==> src/rtl/traffic_conflict_monitor.sv <==
// Independent checker on the four-way lamp bus: latches the first safety violation
// (code + lane) and requests an all-red flash override until a clean clear.
module traffic_conflict_monitor #(
  parameter int MIN_GREEN  = 6,
  parameter int MIN_YELLOW = 2,
  parameter int MAX_STALL  = 16,
  parameter int BLANK      = 2,
  parameter int FLASH_DIV  = 4,
  parameter int CW         = 8
) (
  input  logic       clk,
  input  logic       reset,
  input  logic [2:0] l1,
  input  logic [2:0] l2,
  input  logic [2:0] l3,
  input  logic [2:0] l4,
  input  logic       clr,
  output logic       fault,
  output logic [2:0] fault_code,
  output logic [1:0] fault_lane,
  output logic       force_flash,
  output logic       flash_red
);

  localparam logic [2:0]    LAMP_G      = 3'b100;
  localparam logic [2:0]    LAMP_Y      = 3'b010;
  localparam logic [2:0]    LAMP_R      = 3'b001;
  localparam logic [CW-1:0] CNT_MAX     = '1;
  localparam logic [CW-1:0] CNT_ONE     = CW'(1);
  localparam logic [CW-1:0] MIN_G_C     = CW'(MIN_GREEN);
  localparam logic [CW-1:0] MIN_Y_C     = CW'(MIN_YELLOW);
  localparam logic [CW-1:0] MAX_STALL_C = CW'(MAX_STALL);
  localparam logic [CW-1:0] BLANK_C     = CW'(BLANK);
  localparam logic [CW-1:0] FLASH_END_C = CW'(FLASH_DIV - 1);

  typedef enum logic [2:0] {
    FC_NONE     = 3'd0,
    FC_ILLEGAL  = 3'd1,
    FC_CONFLICT = 3'd2,
    FC_SEQ      = 3'd3,
    FC_DWELL    = 3'd4,
    FC_ORDER    = 3'd5,
    FC_STALL    = 3'd6
  } faultCode_e;

  logic [2:0]    w_lamp [4];
  logic [2:0]    r_prev [4];
  logic [CW-1:0] r_dwell [4];
  logic [3:0]    r_seen;
  logic [CW-1:0] r_stall;
  logic [CW-1:0] r_blank;
  logic          r_expValid;
  logic [1:0]    r_expLane;
  logic          r_fault;
  faultCode_e    r_code;
  logic [1:0]    r_lane;
  logic [CW-1:0] r_flashCnt;
  logic          r_flash;

  logic [3:0]    w_changed, w_isG, w_isY, w_illegal, w_conflict;
  logic [3:0]    w_seq, w_dwell, w_entry, w_order;
  logic          w_anyChange, w_blanking, w_clrAccept, w_stallHit, w_violation;
  logic [CW-1:0] w_stallNext;
  logic [1:0]    w_entryLane, w_lane;
  faultCode_e    w_code;

  assign w_lamp[0] = l1;
  assign w_lamp[1] = l2;
  assign w_lamp[2] = l3;
  assign w_lamp[3] = l4;

  function automatic logic [1:0] lowestLane(input logic [3:0] v);
    if (v[0]) return 2'd0;
    if (v[1]) return 2'd1;
    if (v[2]) return 2'd2;
    return 2'd3;
  endfunction

  function automatic logic multiHot(input logic [3:0] v);
    return (v & (v - 4'd1)) != 4'd0;
  endfunction

  function automatic logic [CW-1:0] satInc(input logic [CW-1:0] v);
    return (v == CNT_MAX) ? v : v + CNT_ONE;
  endfunction

  // Per-lane violation vectors, then one priority pick of class and lowest lane.
  always_comb begin
    w_changed = '0;
    w_isG     = '0;
    w_isY     = '0;
    w_illegal = '0;
    w_seq     = '0;
    w_dwell   = '0;
    w_entry   = '0;
    for (int i = 0; i < 4; i++) begin
      w_changed[i] = w_lamp[i] != r_prev[i];
      w_isG[i]     = w_lamp[i] == LAMP_G;
      w_isY[i]     = w_lamp[i] == LAMP_Y;
      w_illegal[i] = !(w_isG[i] || w_isY[i] || (w_lamp[i] == LAMP_R));
      w_seq[i]     = w_changed[i] &&
                     !(((r_prev[i] == LAMP_R) && w_isY[i]) ||
                       ((r_prev[i] == LAMP_Y) && w_isG[i]) ||
                       ((r_prev[i] == LAMP_G) && (w_lamp[i] == LAMP_R)));
      w_dwell[i]   = r_seen[i] &&
                     (((r_prev[i] == LAMP_G) && (w_lamp[i] == LAMP_R) && (r_dwell[i] < MIN_G_C)) ||
                      ((r_prev[i] == LAMP_Y) && w_isG[i] && (r_dwell[i] < MIN_Y_C)));
      w_entry[i]   = w_changed[i] && w_isG[i] &&
                     ((r_prev[i] == LAMP_R) || (r_prev[i] == LAMP_Y));
    end
    w_conflict  = (multiHot(w_isG) ? w_isG : 4'd0) | (multiHot(w_isY) ? w_isY : 4'd0);
    w_entryLane = lowestLane(w_entry);
    w_order     = r_expValid ? (w_entry & ~(4'b0001 << r_expLane)) : 4'd0;
    w_anyChange = |w_changed;
    w_stallNext = w_anyChange ? '0 : satInc(r_stall);
    w_stallHit  = w_stallNext >= MAX_STALL_C;
    w_blanking  = r_blank != '0;
    w_clrAccept = clr && r_fault && (l1 == LAMP_R) && (l2 == LAMP_R) &&
                  (l3 == LAMP_R) && (l4 == LAMP_R);

    w_code = FC_NONE;
    w_lane = 2'd0;
    if (|w_illegal) begin
      w_code = FC_ILLEGAL;
      w_lane = lowestLane(w_illegal);
    end else if (|w_conflict) begin
      w_code = FC_CONFLICT;
      w_lane = lowestLane(w_conflict);
    end else if (|w_seq) begin
      w_code = FC_SEQ;
      w_lane = lowestLane(w_seq);
    end else if (|w_dwell) begin
      w_code = FC_DWELL;
      w_lane = lowestLane(w_dwell);
    end else if (|w_order) begin
      w_code = FC_ORDER;
      w_lane = lowestLane(w_order);
    end else if (w_stallHit) begin
      w_code = FC_STALL;
    end
    w_violation = w_code != FC_NONE;
  end

  // History and counters keep tracking through blanking; only fault raising is gated.
  always_ff @(posedge clk) begin
    if (reset) begin
      for (int i = 0; i < 4; i++) begin
        r_prev[i]  <= LAMP_R;
        r_dwell[i] <= '0;
      end
      r_seen     <= '0;
      r_stall    <= '0;
      r_blank    <= BLANK_C;
      r_expValid <= 1'b0;
      r_expLane  <= 2'd0;
      r_fault    <= 1'b0;
      r_code     <= FC_NONE;
      r_lane     <= 2'd0;
      r_flashCnt <= '0;
      r_flash    <= 1'b0;
    end else begin
      for (int i = 0; i < 4; i++) begin
        r_prev[i]  <= w_lamp[i];
        r_dwell[i] <= w_changed[i] ? CNT_ONE : satInc(r_dwell[i]);
        r_seen[i]  <= (w_blanking || w_clrAccept) ? 1'b0 : (r_seen[i] || w_changed[i]);
      end
      r_stall <= w_clrAccept ? '0 : w_stallNext;
      r_blank <= w_clrAccept ? BLANK_C : (w_blanking ? r_blank - CNT_ONE : '0);

      if (w_blanking || w_clrAccept) begin
        r_expValid <= 1'b0;
      end else if (|w_entry) begin
        r_expValid <= 1'b1;
        r_expLane  <= w_entryLane + 2'd1;
      end

      if (w_clrAccept) begin
        r_fault <= 1'b0;
        r_code  <= FC_NONE;
        r_lane  <= 2'd0;
      end else if (!r_fault && !w_blanking && w_violation) begin
        r_fault <= 1'b1;
        r_code  <= w_code;
        r_lane  <= w_lane;
      end

      if (!r_fault || w_clrAccept) begin
        r_flashCnt <= '0;
        r_flash    <= 1'b0;
      end else if (r_flashCnt == FLASH_END_C) begin
        r_flashCnt <= '0;
        r_flash    <= !r_flash;
      end else begin
        r_flashCnt <= r_flashCnt + CNT_ONE;
      end
    end
  end

  assign fault       = r_fault;
  assign fault_code  = r_code;
  assign fault_lane  = r_lane;
  assign force_flash = r_fault;
  assign flash_red   = r_flash;

endmodule

==> config.mk <==
export PLATFORM = sky130hd
export DESIGN_NAME = traffic_conflict_monitor
export DESIGN_NICKNAME = d
export VERILOG_FILES = /design/src/rtl/traffic_conflict_monitor.sv
export SDC_FILE = /design/constraint.sdc
export NUM_CORES = 1
export LEC_CHECK = 0
export CORE_AREA = 10 10 118 93
export CTS_CLUSTER_DIAMETER = 50
export DETAILED_ROUTE_END_ITERATION = 7
export DIE_AREA = 0 0 128 103
export PLACE_DENSITY = 0.73
export SETUP_SLACK_MARGIN = 0.5
export SLEW_MARGIN = 20
export SYNTH_ARGS = -nofsm -noshare
export SYNTH_HDL_FRONTEND = slang
export SYNTH_SLANG_ARGS = --single-unit
export TNS_END_PERCENT = 1
==> constraint.sdc <==
create_clock -name clk -period 5.3 [get_ports clk]
set_clock_uncertainty 0.05 [all_clocks]
set_input_delay 0.53 -clock clk [delete_from_list [all_inputs] [get_ports clk]]
set_output_delay 0.53 -clock clk [all_outputs]
set_load 0.03 [all_outputs]
==> flow_summary.json, run 1 <==
{
  "numCtsBuffers": 9,
  "root_buffer": "clkbuf_16",
  "cts_hold_buf": 0,
  "reg2reg_depth": 8,
  "p_leak_nw": 1.82,
  "finalWirelength_um": 10300,
  "ys_ff_latch": 82,
  "status": "finished clean",
  "areaGrowthSynthToFinish_pct": 11.4,
  "finalCritPeriodShare_pct": 60.7,
  "placed_area_um2": 4920,
  "syn-cell-area_um2": 4690,
  "design.die.area_um2": 13200,
  "yosysSeqAreaShare_pct": 35.0,
  "die_y_um": 103,
  "diodes": 0,
  "antenna_found_initial": 0,
  "synth_top_flop_cell": "dfxtp_1",
  "hold_viol": 0,
  "cp.required_ps": 5510,
  "num_vias": 3951,
  "syn_avg_cell_area_um2": 8.77,
  "grt_pass1_vias": 3632,
  "post-place-ws_ps": 1740,
  "drc": 0,
  "syn_nets": 558,
  "peakVddDrop_v": 0.000220,
  "min_from": "r_flashCnt[0]$_SDFF_PP0_",
  "fmax_ghz": 0.311,
  "yosys_warnings": 0,
  "synthCells": 535,
  "worstReg2RegStart": "r_prev[1][1]$_SDFF_PP0_",
  "hp-class": "register to register",
  "max_cap_viol_count": 0,
  "nets": 572,
  "stdcell_area_um2": 5230,
  "routedWlPerCell_um": 15.5,
  "first_pass_iters": 5,
  "ant_nets": 0,
  "setup_slack_ps": 2080,
  "cts_setup_buffers": 0,
  "critPathMaxFanout": 10,
  "end_kind": "register",
  "cts_tree": "built",
  "cts_resized": 0,
  "die_w_um": 128,
  "port-buffer-count": 22,
  "grt_max_degree": 25,
  "core_area_um2": 8780,
  "crit_arrival_ps": 3420,
  "slew_violations": 0,
  "fp-row-count": 30,
  "insertion_delay_ps": 330,
  "grt_pass1_wl_um": 17700,
  "rsz0062_at_grt": "false",
  "layout_min_cycle_time_ps": 3220,
  "start_util_pct": 53.4,
  "setup_viol": 0,
  "clockBufferDepth": 2,
  "viasPerCell": 5.93,
  "whs_path_depth": 1,
  "crit_type": "input port to register",
  "place.gp.congestion": 0.852,
  "tightest_slew_ps": 871,
  "synth_edf_count": 0,
  "reg2reg_to": "fault_lane[0]$_SDFFE_PP0P_",
  "drive_gt1_share_pct": 9.75,
  "min_delay_worst_endpoint": "r_flashCnt[0]$_SDFF_PP0_",
  "power_density_nw_per_um2": 337,
  "place.detailed.hpwl_um": 7710,
  "h-tree-depth": 3,
  "clkTransAtPathRegs_ps": 60,
  "synthArstFlopShare_pct": 0,
  "initialDrtViolationCount": 304,
  "finalSetupTns_ps": 0,
  "io_pins": 23,
  "cts_sinks": 82,
  "slew_headroom_pct": 41.1,
  "synth.distinct_cells": 67,
  "grt_overflow": 0,
  "grt_usage_pct": 16.3,
  "start_kind": "input port",
  "r2r_slack_ps": 2640
}
-- placed cells by master, fill, tap and decap left out, types with 3 or more instances in the layout --
cell and n:
nor2_1 82, dfxtp_1 82, nand3_1 29, nand2_1 28
xnor2_1 27, xor2_1 25, clkdlybuf4s50_1 22, nand4_1 20
o21ai_0 19, nor3_1 17, nor2b_1 15, inv_1 11
or2_2 10, nor4_1 10, clkbuf_16 9, nor3b_2 8
a21oi_1 8, ha_1 8, a211oi_1 7, and3_1 7
nor3b_1 6, mux2i_1 6, o31ai_1 6, nand3b_1 5
a22oi_1 5, and4_1 4, o21a_1 4, and4bb_1 4
a31oi_1 3, nor4b_1 3, a32oi_1 3, nor3b_4 3
o31ai_4 3, o311ai_2 3, o21bai_1 3
-- stage by stage --
stage	hold slack, ps	util (%)	std cells	total power [mW]
after floorplan	363	-	535	1.03
after global routing	421	59.5	666	1.86
after global placement	375	56.0	650	1.11
after detailed placement	387	56.0	650	1.13
after CTS	395	59.5	666	1.78
final	390	59.5	666	1.76
-- sequential cells by signal (all words and copies together), names as in the netlist --
signal and count:
fault_lane 2, r_expValid 1, r_flashCnt 8, fault 1, r_dwell 32, flash_red 1
r_stall 8, r_blank 8, r_seen 4, r_expLane 2, fault_code 3, r_prev 12
-- critical path: stages --
cell and delay, ps:
clkdlybuf4s50_1 720, nor3b_2 420, nand2_1 190, o311ai_2 170, nand4_1 260, or3_4 460
o31ai_4 340, a211oi_1 100, a211oi_2 230
-- logic make-up after synthesis --
| kind of cell | after synthesis | share of synthesized area (%) |
|---|---|---|
| AOI/OAI and AO/OA | 86 | 14.8 |
| muxes | 6 | 1.28 |
| buffers and inverters | 31 | 3.92 |
| and+or+nand+nor | 269 | 33.0 |
| DFF | 82 | 35.0 |
| xor gates and xnor gates | 52 | 9.71 |
| adders and majority gates | 9 | 2.35 |
-- synth_stat cells, types with 3 or more instances --
cell type / number / area (um2)
dfxtp_1: 82 / 1640
nor2_1: 82 / 308
nand3_1: 29 / 145
nand2_1: 28 / 105
xnor2_1: 27 / 236
xor2_1: 25 / 219
nand4_1: 20 / 125
o21ai_0: 19 / 95.1
nor3_1: 17 / 85.1
nor2b_1: 15 / 93.8
inv_1: 11 / 41.3
nor4_1: 10 / 62.6
or2_2: 10 / 62.6
a21oi_1: 8 / 40.0
buf_4: 8 / 60.1
ha_1: 8 / 100
nor3b_2: 8 / 100
a211oi_1: 7 / 52.6
and3_1: 7 / 43.8
clkbuf_1: 7 / 26.3
mux2i_1: 6 / 60.1
nor3b_1: 6 / 45.0
o31ai_1: 6 / 45.0
a22oi_1: 5 / 37.5
buf_6: 5 / 56.3
nand3b_1: 5 / 37.5
and4_1: 4 / 35.0
and4bb_1: 4 / 50.1
o21a_1: 4 / 30.0
a31oi_1: 3 / 18.8
a32oi_1: 3 / 26.3
nor3b_4: 3 / 56.3
nor4b_1: 3 / 26.3
o21bai_1: 3 / 22.5
o311ai_2: 3 / 48.8
o31ai_4: 3 / 63.8
-- worst max-delay path by stage --
| stage | start | to | slack [ps] |
|---|---|---|---|
| global placement | l3[0] | fault_lane[0]$_SDFFE_PP0P_ | 1750 |
| detailed placement | l3[0] | fault_lane[0]$_SDFFE_PP0P_ | 1740 |
| global route | l3[0] | fault_lane[0]$_SDFFE_PP0P_ | 1810 |
| floorplan | l3[2] | fault_lane[0]$_SDFFE_PP0P_ | 2740 |
| CTS | l3[0] | fault_lane[0]$_SDFFE_PP0P_ | 2100 |
| finish | l1[0] | fault_lane[0]$_SDFFE_PP0P_ | 2080 |
-- per-layer routing --
metal	GRT usage (%)	up-vias	share of wire, %
li1	-	1977	-
met1	22.5	1855	49
met2	24.4	108	43
met3	4.47	11	6.1
met4	4.23	0	1.0
met5	0	-	0
-- final cells by class --
| class | instances | area (um2) |
|---|---|---|
| Multi-Input combinational cell | 422 | 2870 |
| Clock inverter | 5 | 78.8 |
| Inverter | 11 | 41.3 |
| Sequential cell | 82 | 1640 |
| Clock buffer | 11 | 233 |
| Fill cell | 783 | 3560 |
| Timing Repair Buffer | 23 | 228 |
| Tap cell | 112 | 140 |
-- power breakdown --
part / switching (mW) / internal, mW / leakage [nW]
combinational: 0.217 / 0.162 / 1.00
sequential: 0.0570 / 0.679 / 0.668
clock: 0.235 / 0.412 / 0.153
Note: power is estimated with default switching activity, not from simulation.
==> run 2: changes to the inputs <==
--- a/config.mk
+++ b/config.mk
@@ -9,7 +9,7 @@
 export CTS_CLUSTER_DIAMETER = 50
 export DETAILED_ROUTE_END_ITERATION = 7
 export DIE_AREA = 0 0 128 103
-export PLACE_DENSITY = 0.73
+export PLACE_DENSITY = 0.76
 export SETUP_SLACK_MARGIN = 0.5
 export SLEW_MARGIN = 20
 export SYNTH_ARGS = -nofsm -noshare
==> constraint.sdc (replaced) <==
create_clock -name clk -period 2.9 [get_ports clk]
set_clock_uncertainty 0.05 [all_clocks]
set_input_delay 0.29 -clock clk [delete_from_list [all_inputs] [get_ports clk]]
set_output_delay 0.29 -clock clk [all_outputs]
set_load 0.03 [all_outputs]
==> flow_summary.json, run 2 (same netlist as run 1, synthesis figures left out) <==
{
  "start_kind": "input port",
  "cts_hold_buf": 0,
  "setup_slack_ps": 359,
  "finalSetupTns_ps": 0,
  "hp-class": "input port to register",
  "slew_headroom_pct": 52.4,
  "start_util_pct": 53.4,
  "root_buffer": "clkbuf_16",
  "place.detailed.hpwl_um": 8500,
  "final_common_cell": "buf_4",
  "largest_register": "r_dwell",
  "critPathTopFamily": "compound AO/OA/AOI/OAI gates",
  "core_area_um2": 8780,
  "critPathBufInv": 1,
  "max_cap_viol_count": 0,
  "fp-row-count": 30,
  "viasPerCell": 5.93,
  "crit_chain": "dlygate4sd2_1 > or4b_4 > o32ai_2 > o311ai_2 > nor2b_4 > a211o_1 > a211oi_2 > o31ai_1 > a211oi_2",
  "layout_min_cycle_time_ps": 2540,
  "drc": 0,
  "numCtsBuffers": 9,
  "finalWirelength_um": 12800,
  "end_kind": "register",
  "design.die.area_um2": 13200,
  "n_fill_cell": 671,
  "grt_pass1_wl_um": 20400,
  "rsz0062_at_grt": "true",
  "initialDrtViolationCount": 447,
  "grt_pass1_vias": 4211,
  "final_cell_mix": "85 x buf_4, 78 x nor2_1, 72 x dfxtp_1, 28 x nand2_1",
  "post-place-ws_ps": -181,
  "grt_overflow": 0,
  "antenna_found_initial": 0,
  "slowest_stage": "or4b_4",
  "io_pins": 23,
  "final_cell_count_no_fill": 757,
  "h-tree-depth": 3,
  "peakVddDrop_v": 0.000540,
  "largest_reg_flops": 32,
  "die_y_um": 103,
  "grt_max_degree": 20,
  "crit_arrival_ps": 2760,
  "critPathMaxStageDelay_ps": 550,
  "place.gp.congestion": 0.885,
  "areaGrowthSynthToFinish_pct": 31.6,
  "die_w_um": 128,
  "num_vias": 4489,
  "cts_sinks": 82,
  "path_common_cell": "a211oi_2",
  "insertion_delay_ps": 350,
  "clockBufferDepth": 2,
  "slew_violations": 0,
  "cp.required_ps": 3120,
  "first_pass_iters": 5,
  "ant_nets": 0,
  "dp_cells": 707,
  "cts_tree": "built",
  "power_density_nw_per_um2": 548,
  "fmax_ghz": 0.394,
  "hold_viol": 0,
  "tightest_slew_ps": 696,
  "crit_type": "input port to register",
  "reg.largest.list": "r_dwell (32), r_prev (12)",
  "p_leak_nw": 2.37,
  "diodes": 0,
  "drive_gt1_share_pct": 29.6,
  "finalCritPeriodShare_pct": 87.6,
  "clkTransAtPathRegs_ps": 60,
  "status": "finished clean",
  "setup_viol": 0,
  "routedWlPerCell_um": 17.0,
  "grt_usage_pct": 18.9,
  "port-buffer-count": 22,
  "critPathMaxFanout": 6,
  "nets": 663
}
[run 2: cell count changes in the layout (fill, tap and decap cells not counted), sizes merged]
cell | before | now
clkbuf | 11 | 15
bufinv | 2 | 1
buf | 1 | 92
dlygate4sd2 | 0 | 7
clkdlybuf4s50 | 22 | 10
dlymetal6s2s | 0 | 1
clkinv | 3 | 4
[run 2: per-stage QoR]
stage / total power [mW] / hold WS (ps) / instance area (um2) / utilization (%)
after floorplan: 1.88 / 363 / 4690 / -
after global placement: 2.10 / 374 / 5360 / 61.0
after detailed placement: 2.14 / 390 / 5360 / 61.0
after CTS: 3.33 / 386 / 5960 / 67.9
after global routing: 3.54 / 279 / 6170 / 70.3
final: 3.38 / 258 / 6170 / 70.3
[run 2: routing by layer]
metal  global-route usage [%]  share of wire, %
met1                     24.2                45
met5                        0                 0
met2                     30.5                46
met3                     4.47               7.2
met4                     6.56               2.1
[run 2: area by class of cell]
class	count	area (um2)	area share (%)
clock buffer	11	243	3.93
clock inverter	5	53.8	0.872
inverter	11	41.3	0.669
multi-input combinational	422	3110	50.3
sequential	82	1660	26.9
tap	112	140	2.27
timing repair buffer	114	928	15.0
[run 2: repair_timing]
action | in CTS | in global routing
setup endpoints to repair | 6 | 7
setup buffers | 27 | 7
pin swaps | 16 | 18
hold endpoints to repair | 0 | 0
gates resized for setup | 37 | 46
[run 2: final timing paths]
kind / start / end / slack [ps] / cells past startpoint
worst max-delay path: l2[2] / fault_lane[0]$_SDFFE_PP0P_ / 360 / 9
worst min register to register: r_flashCnt[0]$_SDFF_PP0_ / r_flashCnt[0]$_SDFF_PP0_ / 390 / 1
worst min-delay path: l4[2] / r_prev[3][2]$_SDFF_PP0_ / 260 / 2
worst max register to register: r_prev[1][2]$_SDFF_PP0_ / fault_lane[0]$_SDFFE_PP0P_ / 400 / 8
[run 2: power by group]
| part | switching [mW] | internal [mW] |
|---|---|---|
| Clock | 0.466 | 0.688 |
| Combinational | 0.470 | 0.409 |
| Sequential | 0.111 | 1.24 |
[run 2: worst reg2reg max path, cell delays in order, from the launching register on]
cell,delay [ps]
dfxtp_1,360
or4b_4,530
o32ai_2,310
o311ai_2,180
nor2b_4,180
a211o_1,260
a211oi_2,220
o31ai_1,100
a211oi_2,230
==> run 3: changes to the inputs <==
--- a/config.mk
+++ b/config.mk
@@ -5,11 +5,10 @@
 export SDC_FILE = /design/constraint.sdc
 export NUM_CORES = 1
 export LEC_CHECK = 0
-export CORE_AREA = 10 10 118 93
+export CORE_AREA = 10 10 129 102
 export CTS_CLUSTER_DIAMETER = 50
 export DETAILED_ROUTE_END_ITERATION = 7
-export DIE_AREA = 0 0 128 103
-export PLACE_DENSITY = 0.76
+export DIE_AREA = 0 0 139 112
 export SETUP_SLACK_MARGIN = 0.5
 export SLEW_MARGIN = 20
 export SYNTH_ARGS = -nofsm -noshare
==> flow_summary.json, run 3 (same netlist as run 1, synthesis figures left out) <==
{
  "crit_chain": "clkdlybuf4s15_1 > buf_6 > buf_6 > nor3b_4 > o31ai_2 > nand4_1 > or2_1 > or3_4 > o31ai_4 > buf_6 > nand3_1 > o31ai_2",
  "finalWirelength_um": 11800,
  "final_common_cell": "buf_4",
  "hold_viol": 0,
  "path_common_cell": "buf_6",
  "placed_area_um2": 5440,
  "end_kind": "register",
  "power_density_nw_per_um2": 544,
  "slowest_stage": "or3_4",
  "largest_register": "r_dwell",
  "design.die.area_um2": 15600,
  "port-buffer-count": 22,
  "grt_overflow": 0,
  "critPathMaxFanout": 6,
  "crit_path_start": "l1[1]",
  "clkTransAtPathRegs_ps": 60,
  "slew_headroom_pct": 62.1,
  "numCtsBuffers": 9,
  "start_kind": "input port",
  "crit_arrival_ps": 2670,
  "core_area_um2": 10700,
  "num_vias": 4204,
  "fmax_ghz": 0.407,
  "grt_max_degree": 15,
  "tightest_slew_ps": 554,
  "nets": 667,
  "grt_pass1_wl_um": 20200,
  "setup_viol": 0,
  "start_util_pct": 44.0,
  "slew_violations": 0,
  "ant_nets": 0,
  "grt_pass1_vias": 4085,
  "layout_min_cycle_time_ps": 2460,
  "cp.required_ps": 3110,
  "finalSetupTns_ps": 0,
  "stdcell_area_um2": 6200,
  "drive_gt1_share_pct": 29.3,
  "p_leak_nw": 2.36,
  "initialDrtViolationCount": 213,
  "rsz0062_at_grt": "true",
  "peakVddDrop_v": 0.000336,
  "final_cell_mix": "84 x buf_4, 78 x nor2_1, 72 x dfxtp_1, 27 x xnor2_1, 27 x nand2_1",
  "finalCritPeriodShare_pct": 84.8,
  "antenna_found_initial": 1,
  "max_cap_viol_count": 0,
  "grt_usage_pct": 15.4,
  "min_from": "l4[0]",
  "largest_reg_flops": 32,
  "routedWlPerCell_um": 15.0,
  "status": "finished clean",
  "cts_sinks": 82,
  "reg.largest.list": "r_dwell (32), r_prev (12)",
  "areaGrowthSynthToFinish_pct": 32.2,
  "crit_type": "input port to register",
  "place.gp.congestion": 0.884,
  "drc": 0,
  "root_buffer": "clkbuf_16",
  "insertion_delay_ps": 340,
  "clockBufferDepth": 2,
  "hp-class": "input port to register",
  "h-tree-depth": 3,
  "cts_hold_buf": 0,
  "critPathMaxStageDelay_ps": 360,
  "viasPerCell": 5.32,
  "first_pass_iters": 5,
  "worstReg2RegStart": "r_prev[0][0]$_SDFF_PP1_",
  "cts_tree": "built",
  "io_pins": 23,
  "fp-row-count": 33,
  "place.detailed.hpwl_um": 8370,
  "die_y_um": 112,
  "die_w_um": 139
}
[run 3: stage by stage]
stage | utilization, % | std cells | hold slack [ps] | setup WS [ps] | total power, mW
after floorplan | - | 535 | 363 | 577 | 1.88
after global placement | 51.1 | 743 | 374 | -277 | 2.13
after detailed placement | 51.1 | 743 | 384 | -299 | 2.15
after CTS | 56.8 | 779 | 393 | 475 | 3.37
after global routing | 58.2 | 790 | 288 | 333 | 3.56
final | 58.2 | 790 | 280 | 442 | 3.38
[run 3: where the power goes]
part | internal, mW | switching, mW | leakage, nW | total, mW
registers | 1.24 | 0.108 | 0.670 | 1.35
logic | 0.416 | 0.449 | 1.55 | 0.865
clock network | 0.690 | 0.473 | 0.141 | 1.16
[run 3: final timing paths]
| path | end | slack (ps) | cells after the start |
|---|---|---|---|
| setup reg to reg | fault_code[0]$_SDFFE_PP0P_ | 450 | 9 |
| hold / removal | r_prev[3][0]$_SDFF_PP1_ | 280 | 3 |
| hold reg to reg | r_flashCnt[0]$_SDFF_PP0_ | 390 | 1 |
| setup / recovery | fault_code[0]$_SDFFE_PP0P_ | 440 | 12 |
[run 3: final cells by class]
class	instances	area (um2)
clock buffer	10	239
multi-input combinational	422	3060
fill	936	4450
clock inverter	6	66.3
sequential	82	1660
timing repair buffer	118	961
antenna	1	2.50
tap	140	175
inverter	11	41.3
[run 3: layer usage]
metal	global-route usage [%]	vias up	routed length (um)
met5	0	-	0
met4	5.07	0	193
met3	3.86	13	533
met2	23.7	51	5280
met1	20.6	1965	5810
li1	-	2175	-
[run 3: what timing repair did]
action                                 CTS  global route
pin swaps                               22            17
buffers inserted                        18            10
endpoints found under the hold margin    0             0
resized for setup                       51            26
gates cloned                             2             0
setup endpoints to repair                6             6
[run 3: critical path, delay by kind of cell]
kind	cells	cell delay [ps]
buf+inv	4	590
compound gates	3	700
simple gates	5	1080
